[config.mk]
export PLATFORM = sky130hd
export DESIGN_NAME = tt_spine_ctrl_flat
export DESIGN_NICKNAME = d
export VERILOG_FILES = /design/src/rtl/tt_spine_ctrl_if.sv /design/src/rtl/tt_spine_ctrl.sv /design/src/flat_wrapper.sv
export SDC_FILE = /design/constraint.sdc
export NUM_CORES = 1
export LEC_CHECK = 0
export BUFFER_PORTS_ARGS = -buffer_cell sky130_fd_sc_hd__buf_2
export CAP_MARGIN = 20
export CORE_ASPECT_RATIO = 1.75
export CORE_UTILIZATION = 38
export CTS_CLUSTER_SIZE = 14
export DETAILED_ROUTE_END_ITERATION = 8
export PLACE_DENSITY = 0.77
export SKIP_CTS_REPAIR_TIMING = 1
export SYNTH_ARGS = -nofsm -noshare
export SYNTH_HDL_FRONTEND = slang
export SYNTH_SLANG_ARGS = --single-unit
[constraint.sdc]
create_clock -name clk -period 1.6 [get_ports clk]
set_input_delay 0 -clock clk [delete_from_list [all_inputs] [get_ports clk]]
set_output_delay 0 -clock clk [all_outputs]
set_load 0.1 [all_outputs]
[src/rtl/tt_spine_ctrl_if.sv]
// tt_spine_ctrl_if: spine bundle between the spine head controller and the
// row muxes. The controller drives the inward bundle and listens on the
// outward bundle.
interface tt_spine_ctrl_if;
  logic [30:0] spine_iw;  // {gh, usr[17:0], sel[9:0], ena, gl}
  logic [25:0] spine_ow;  // {gh, usr[23:0], gl}

  modport master (output spine_iw, input spine_ow);
  modport slave  (input spine_iw, output spine_ow);
endinterface

[src/rtl/tt_spine_ctrl.sv]
// tt_spine_ctrl: controller at the head of the vertical spine.
// Synchronises slow pad controls, steps a 10-bit design-select counter,
// sequences the selected user module through settle/reset/run while gating
// its clock and reset, and returns the module's outputs to the pads.
// Optional macro TT_SPINE_CTRL_OUT_REG_EN: when defined, the pad return path
// is registered (one clk lag); otherwise it is combinational from spine_ow.
module tt_spine_ctrl #(
  parameter int N_IO       = 8,
  parameter int N_O        = 8,
  parameter int N_I        = 10,
  parameter int SETTLE_CYC = 4,
  parameter int RST_CYC    = 8
) (
  input  logic            clk,
  input  logic            rst_n,
  input  logic            ctrl_sel_rst_n,
  input  logic            ctrl_sel_inc,
  input  logic            ctrl_ena,
  input  logic            pad_ui_clk,
  input  logic            pad_ui_rst_n,
  input  logic [N_I-3:0]  pad_ui_in,
  input  logic [N_IO-1:0] pad_uio_in,
  output logic [N_O-1:0]  pad_uo_out,
  output logic [N_IO-1:0] pad_uio_out,
  output logic [N_IO-1:0] pad_uio_oe,
  tt_spine_ctrl_if.master spine,
  output logic [9:0]      dbg_sel,
  output logic [1:0]      dbg_state
);

  typedef enum logic [1:0] {
    ST_IDLE   = 2'd0,
    ST_SETTLE = 2'd1,
    ST_RESET  = 2'd2,
    ST_RUN    = 2'd3
  } state_t;

  // Counter load values: a phase lasts (load + 1) cycles.
  localparam logic [7:0] SETTLE_LD = 8'(SETTLE_CYC - 1);
  localparam logic [7:0] RST_LD    = 8'(RST_CYC - 1);

  logic [1:0]  r_sel_rst_sync;
  logic [1:0]  r_inc_sync;
  logic [1:0]  r_ena_sync;
  logic [1:0]  r_ui_rst_sync;
  logic        r_inc_prev;
  logic [9:0]  r_sel_cnt;
  state_t      r_state;
  state_t      w_state_nxt;
  logic [7:0]  r_cnt;
  logic [7:0]  w_cnt_nxt;
  logic        r_clk_en;

  logic        w_sel_rst_n;
  logic        w_inc_edge;
  logic        w_ena;
  logic        w_ui_rst_n;
  logic        w_abort;
  logic        w_live;
  logic        w_run;
  logic        w_um_clk;
  logic        w_um_rst_n;
  logic [N_IO+N_I-1:0] w_usr;
  logic [23:0] w_ret;
  logic        w_unused_ow_guards;

  // Two-flop synchronisers for the asynchronous pad controls; all clear to 0
  always_ff @(posedge clk or negedge rst_n) begin
    if (!rst_n) begin
      r_sel_rst_sync <= 2'b00;
      r_inc_sync     <= 2'b00;
      r_ena_sync     <= 2'b00;
      r_ui_rst_sync  <= 2'b00;
      r_inc_prev     <= 1'b0;
    end else begin
      r_sel_rst_sync <= {r_sel_rst_sync[0], ctrl_sel_rst_n};
      r_inc_sync     <= {r_inc_sync[0], ctrl_sel_inc};
      r_ena_sync     <= {r_ena_sync[0], ctrl_ena};
      r_ui_rst_sync  <= {r_ui_rst_sync[0], pad_ui_rst_n};
      r_inc_prev     <= r_inc_sync[1];
    end
  end

  assign w_sel_rst_n = r_sel_rst_sync[1];
  assign w_ena       = r_ena_sync[1];
  assign w_ui_rst_n  = r_ui_rst_sync[1];
  assign w_inc_edge  = r_inc_sync[1] & ~r_inc_prev;

  // Any change of selection or loss of enable sends the sequencer home.
  assign w_abort = ~w_ena | ~w_sel_rst_n | w_inc_edge;

  // Design-select counter: cleared by synced select reset, stepped on inc edges
  always_ff @(posedge clk or negedge rst_n) begin
    if (!rst_n) begin
      r_sel_cnt <= 10'd0;
    end else if (!w_sel_rst_n) begin
      r_sel_cnt <= 10'd0;
    end else if (w_inc_edge) begin
      r_sel_cnt <= r_sel_cnt + 10'd1;
    end else begin
      r_sel_cnt <= r_sel_cnt;
    end
  end

  // Sequencer state, phase counter and the registered user-clock enable
  always_ff @(posedge clk or negedge rst_n) begin
    if (!rst_n) begin
      r_state  <= ST_IDLE;
      r_cnt    <= 8'd0;
      r_clk_en <= 1'b0;
    end else begin
      r_state  <= w_state_nxt;
      r_cnt    <= w_cnt_nxt;
      r_clk_en <= (w_state_nxt == ST_RESET) || (w_state_nxt == ST_RUN);
    end
  end

  // Next-state logic; abort outranks phase completion, counter reloads on entry
  always_comb begin
    w_state_nxt = r_state;
    w_cnt_nxt   = r_cnt;
    case (r_state)
      ST_IDLE: begin
        if (!w_abort) begin
          w_state_nxt = ST_SETTLE;
          w_cnt_nxt   = SETTLE_LD;
        end else begin
          w_state_nxt = ST_IDLE;
          w_cnt_nxt   = 8'd0;
        end
      end
      ST_SETTLE: begin
        if (w_abort) begin
          w_state_nxt = ST_IDLE;
          w_cnt_nxt   = 8'd0;
        end else if (r_cnt == 8'd0) begin
          w_state_nxt = ST_RESET;
          w_cnt_nxt   = RST_LD;
        end else begin
          w_state_nxt = ST_SETTLE;
          w_cnt_nxt   = r_cnt - 8'd1;
        end
      end
      ST_RESET: begin
        if (w_abort) begin
          w_state_nxt = ST_IDLE;
          w_cnt_nxt   = 8'd0;
        end else if (r_cnt == 8'd0) begin
          w_state_nxt = ST_RUN;
          w_cnt_nxt   = 8'd0;
        end else begin
          w_state_nxt = ST_RESET;
          w_cnt_nxt   = r_cnt - 8'd1;
        end
      end
      ST_RUN: begin
        if (w_abort) begin
          w_state_nxt = ST_IDLE;
          w_cnt_nxt   = 8'd0;
        end else begin
          w_state_nxt = ST_RUN;
          w_cnt_nxt   = 8'd0;
        end
      end
      default: begin
        w_state_nxt = ST_IDLE;
        w_cnt_nxt   = 8'd0;
      end
    endcase
  end

  // Module is powered onto the spine in RESET and RUN; user reset released only in RUN.
  assign w_live     = (r_state == ST_RESET) || (r_state == ST_RUN);
  assign w_run      = (r_state == ST_RUN);
  assign w_um_clk   = pad_ui_clk & r_clk_en;
  assign w_um_rst_n = w_run & w_ui_rst_n;
  assign w_usr      = w_live ? {pad_uio_in, pad_ui_in, w_um_rst_n, w_um_clk}
                             : {(N_IO+N_I){1'b0}};

  assign spine.spine_iw = {1'b0, w_usr, r_sel_cnt, w_live, 1'b0};

  // Return path is only trusted while the selected module is running.
  assign w_ret = w_run ? spine.spine_ow[24:1] : 24'd0;

  // Guard wires on the outward bundle carry nothing.
  assign w_unused_ow_guards = spine.spine_ow[25] ^ spine.spine_ow[0];

`ifdef TT_SPINE_CTRL_OUT_REG_EN
  logic [23:0] r_ret;

  // Registered return path: pads lag spine_ow by one clk
  always_ff @(posedge clk or negedge rst_n) begin
    if (!rst_n) begin
      r_ret <= 24'd0;
    end else begin
      r_ret <= w_ret;
    end
  end

  assign pad_uo_out  = r_ret[7:0];
  assign pad_uio_out = r_ret[15:8];
  assign pad_uio_oe  = r_ret[23:16];
`else
  assign pad_uo_out  = w_ret[7:0];
  assign pad_uio_out = w_ret[15:8];
  assign pad_uio_oe  = w_ret[23:16];
`endif

  assign dbg_sel   = r_sel_cnt;
  assign dbg_state = r_state;

endmodule

[src/flat_wrapper.sv]
// flat-port wrapper written by rule: the top's interface ports become plain ports
module tt_spine_ctrl_flat 
#(
  parameter int N_IO       = 8,
  parameter int N_O        = 8,
  parameter int N_I        = 10,
  parameter int SETTLE_CYC = 4,
  parameter int RST_CYC    = 8
)
  (clk, rst_n, ctrl_sel_rst_n, ctrl_sel_inc, ctrl_ena, pad_ui_clk, pad_ui_rst_n, pad_ui_in, pad_uio_in, pad_uo_out, pad_uio_out, pad_uio_oe, dbg_sel, dbg_state, spine_spine_iw, spine_spine_ow);
  tt_spine_ctrl_if spine_i ();
  input  logic clk;
  input  logic rst_n;
  input  logic ctrl_sel_rst_n;
  input  logic ctrl_sel_inc;
  input  logic ctrl_ena;
  input  logic pad_ui_clk;
  input  logic pad_ui_rst_n;
  input  logic [N_I-3:0] pad_ui_in;
  input  logic [N_IO-1:0] pad_uio_in;
  output logic [N_O-1:0] pad_uo_out;
  output logic [N_IO-1:0] pad_uio_out;
  output logic [N_IO-1:0] pad_uio_oe;
  output logic [9:0] dbg_sel;
  output logic [1:0] dbg_state;
  output wire logic [$bits(spine_i.spine_iw)-1:0] spine_spine_iw;
  input wire logic [$bits(spine_i.spine_ow)-1:0] spine_spine_ow;
  assign spine_spine_iw = spine_i.spine_iw;
  assign spine_i.spine_ow = spine_spine_ow;
  tt_spine_ctrl #(.N_IO(N_IO), .N_O(N_O), .N_I(N_I), .SETTLE_CYC(SETTLE_CYC), .RST_CYC(RST_CYC)) u_core (.clk(clk), .rst_n(rst_n), .ctrl_sel_rst_n(ctrl_sel_rst_n), .ctrl_sel_inc(ctrl_sel_inc), .ctrl_ena(ctrl_ena), .pad_ui_clk(pad_ui_clk), .pad_ui_rst_n(pad_ui_rst_n), .pad_ui_in(pad_ui_in), .pad_uio_in(pad_uio_in), .pad_uo_out(pad_uo_out), .pad_uio_out(pad_uio_out), .pad_uio_oe(pad_uio_oe), .spine(spine_i), .dbg_sel(dbg_sel), .dbg_state(dbg_state));
endmodule
==> results.yml <==
status:
  status: "finished with violations"
  violations: "setup timing"
cells_and_area:
  antennaDiodeCount: 0
  area_growth_pct: 93.0
  final_cell_mix: "buf_2, buf_12, and3_4"
  nets: 360
  drive_gt1_share_pct: 63.4
  layout_commonest_cell: "buf_2"
  final_util_pct: 76.8
worst_setup_path:
  arrival_ns: 1.80
  worstReg2RegEnd: "u_core.r_cnt[7]"
  r2r_slack_ns: -0.02
  critical_path_class: "register to register"
  r2r_cells: 3
  cp.required_ns: 1.78
  crit_path_end_kind: "register"
  r2r_start: "u_core.r_cnt[0]"
  startpoint_type: "register"
  crit_fanout: 3
pwr:
  leakagePower_nw: 1.56
  total_power_mw: 1.84
  ir_worst_vdd_uv: 662
  power.density_nw_per_um2: 544
timing:
  rsz0062_at_grt: "yes"
  skew_ns: 0.0103
  period_share_pct: 101
  hold_slack_ns: 0.282
  fin_ws_ns: -0.0181
  fmax_mhz: 618
  worst_pin_slew_ns: 0.636
  setup-violations-final: 2
  finalHoldViolations: 0
  layout_min_cycle_time_ns: 1.62
  maxSlewViolCount: 0
  slew_headroom_pct: 57.6
global_routing:
  grt_pass1_wl_mm: 8.20
  grt_pass1_vias: 1754
  overflow: 0
  grt_max_degree: 47
  grt_usage_pct: 23.1
  antenna_found_initial: 0
flow_run:
  maxCapViolations: 0
yosys:
  yosysSeqAreaShare_pct: 42.8
  ys_async_sr_fraction_pct: 100
  syn-cell-area_um2: 1750
  synth.distinct_cells: 34
  synth_edf_count: 0
  ys_ff_latch: 30
  ys.flop_type: "dfrtp_1"
  yosysWarnings: 0
  synthesis.instances: 192
  synth_area_per_cell_um2: 9.13
placement:
  post-place-ws_ns: -0.0332
  hpwl_mm: 4.22
  place_congestion: 0.810
  portBuffers: 111
floorplan:
  die_height_um: 91.8
  dieWidth_um: 53.3
  dieArea_um2: 4900
  io_pins: 116
  coreArea_um2: 4400
  rows: 32
  start_util_pct: 39.8
clock_tree:
  clock_latency_ns: 0.28
  cts_htree_levels: 2
  cts_buffer_depth: 2
  clkTransAtPathRegs_ns: 0.07
  clockRootBuffer: "clkbuf_8"
  cts_tree: "built"
  clock-sinks: 30
  numCtsBuffers: 5
route:
  avgViaCountPerCell: 5.31
  ant_nets: 0
  wire_per_inst_um: 16.1
  drtIter0Drc: 35
  routed_wl_mm: 5.78
  first_pass_iters: 4
  vias: 1912
  drc_errors: 0
hold_path:
  min_path_type: "primary input to async pin"
per-stage QoR:
stage               area, µm²  TNS [ns]  std cells
detailed placement       3180   -0.0332        343
CTS                      3270   -0.0487        351
floorplan                1970   -0.0917        193
global placement         3180         0        343
finish                   3380   -0.0233        360
global route             3380    -0.152        360
critical path: stages (launching register included):
cell	delay (ns)
dfrtp_1	0.40
or4_4	0.56
or3_1	0.38
a211oi_2	0.20
routing by layer:
layer	track usage [%]	up-vias	share of wire, %
met3	6.47	17	5.8
met4	9.43	0	3.8
li1	-	899	-
met1	22.7	921	34
met2	42.4	75	56
met5	0	-	0
synthesized netlist by cell type, types with 2 or more instances:
| master | n | area [µm²] |
|---|---|---|
| a31oi_1 | 2 | 12.5 |
| nor3b_1 | 2 | 15.0 |
| and3_1 | 26 | 163 |
| nand2b_1 | 2 | 12.5 |
| dfrtp_1 | 30 | 751 |
| a21o_1 | 2 | 15.0 |
| clkbuf_1 | 11 | 41.3 |
| nor3_1 | 4 | 20.0 |
| nand2_1 | 5 | 18.8 |
| a211oi_1 | 4 | 30.0 |
| o31ai_1 | 4 | 30.0 |
| or3_1 | 6 | 37.5 |
| o21ai_0 | 8 | 40.0 |
| nor4_1 | 2 | 12.5 |
| and2_1 | 17 | 106 |
| mux2i_1 | 2 | 20.0 |
| nand3b_1 | 2 | 15.0 |
| xor2_1 | 4 | 35.0 |
| nand3_1 | 4 | 20.0 |
| ha_1 | 3 | 37.5 |
| nor2_1 | 6 | 22.5 |
| nand4_1 | 2 | 12.5 |
| nand4b_1 | 2 | 17.5 |
| buf_4 | 13 | 97.6 |
| or4_1 | 6 | 45.0 |
| inv_1 | 6 | 22.5 |
| xnor2_1 | 2 | 17.5 |
| a21oi_1 | 9 | 45.0 |
cells by family after synthesis:
family / Yosys count / share of synthesized area [%]
XOR/XNOR: 6 / 3.00
other: 1 / 0.214
AND/OR/NAND/NOR: 87 / 30.0
buffers and inverters: 32 / 9.71
flip-flops: 30 / 42.8
AO/OA/AOI/OAI: 31 / 10.9
multiplexers: 2 / 1.14
adder cells (fa/ha/maj): 3 / 2.14
layout make-up:
type | instances | area (µm²)
Fill cell | 277 | 1020
Tap cell | 51 | 63.8
Clock buffer | 8 | 90.1
Timing Repair Buffer | 133 | 1380
Inverter | 7 | 26.3
Sequential cell | 30 | 786
Multi-Input combinational cell | 131 | 1040
power by group:
group	internal, mW	switching [mW]
clock network	0.350	0.257
registers	0.784	0.0270
logic	0.159	0.265
total	1.29	0.549
sequential cells by signal, indices dropped and copies added (netlist names):
name	flops
u_core.dbg_sel	10
u_core.r_cnt	8
u_core.dbg_state	2
u_core.r_ena_sync	2
u_core.r_inc_sync	2
u_core.r_sel_rst_sync	2
u_core.r_ui_rst_sync	2
u_core.r_clk_en	1
u_core.r_inc_prev	1
how the worst max path moves through the flow:
stage	to	from
finish	u_core.r_cnt[7]	u_core.r_cnt[0]
global route	u_core.r_cnt[6]	u_core.r_cnt[4]
CTS	u_core.r_cnt[5]	u_core.r_cnt[2]
detailed placement	u_core.r_cnt[5]	u_core.r_cnt[2]
global placement	u_core.r_cnt[5]	u_core.r_cnt[2]
floorplan	u_core.dbg_sel[8]	u_core.dbg_sel[0]
Power figures use the tool's default switching activity.
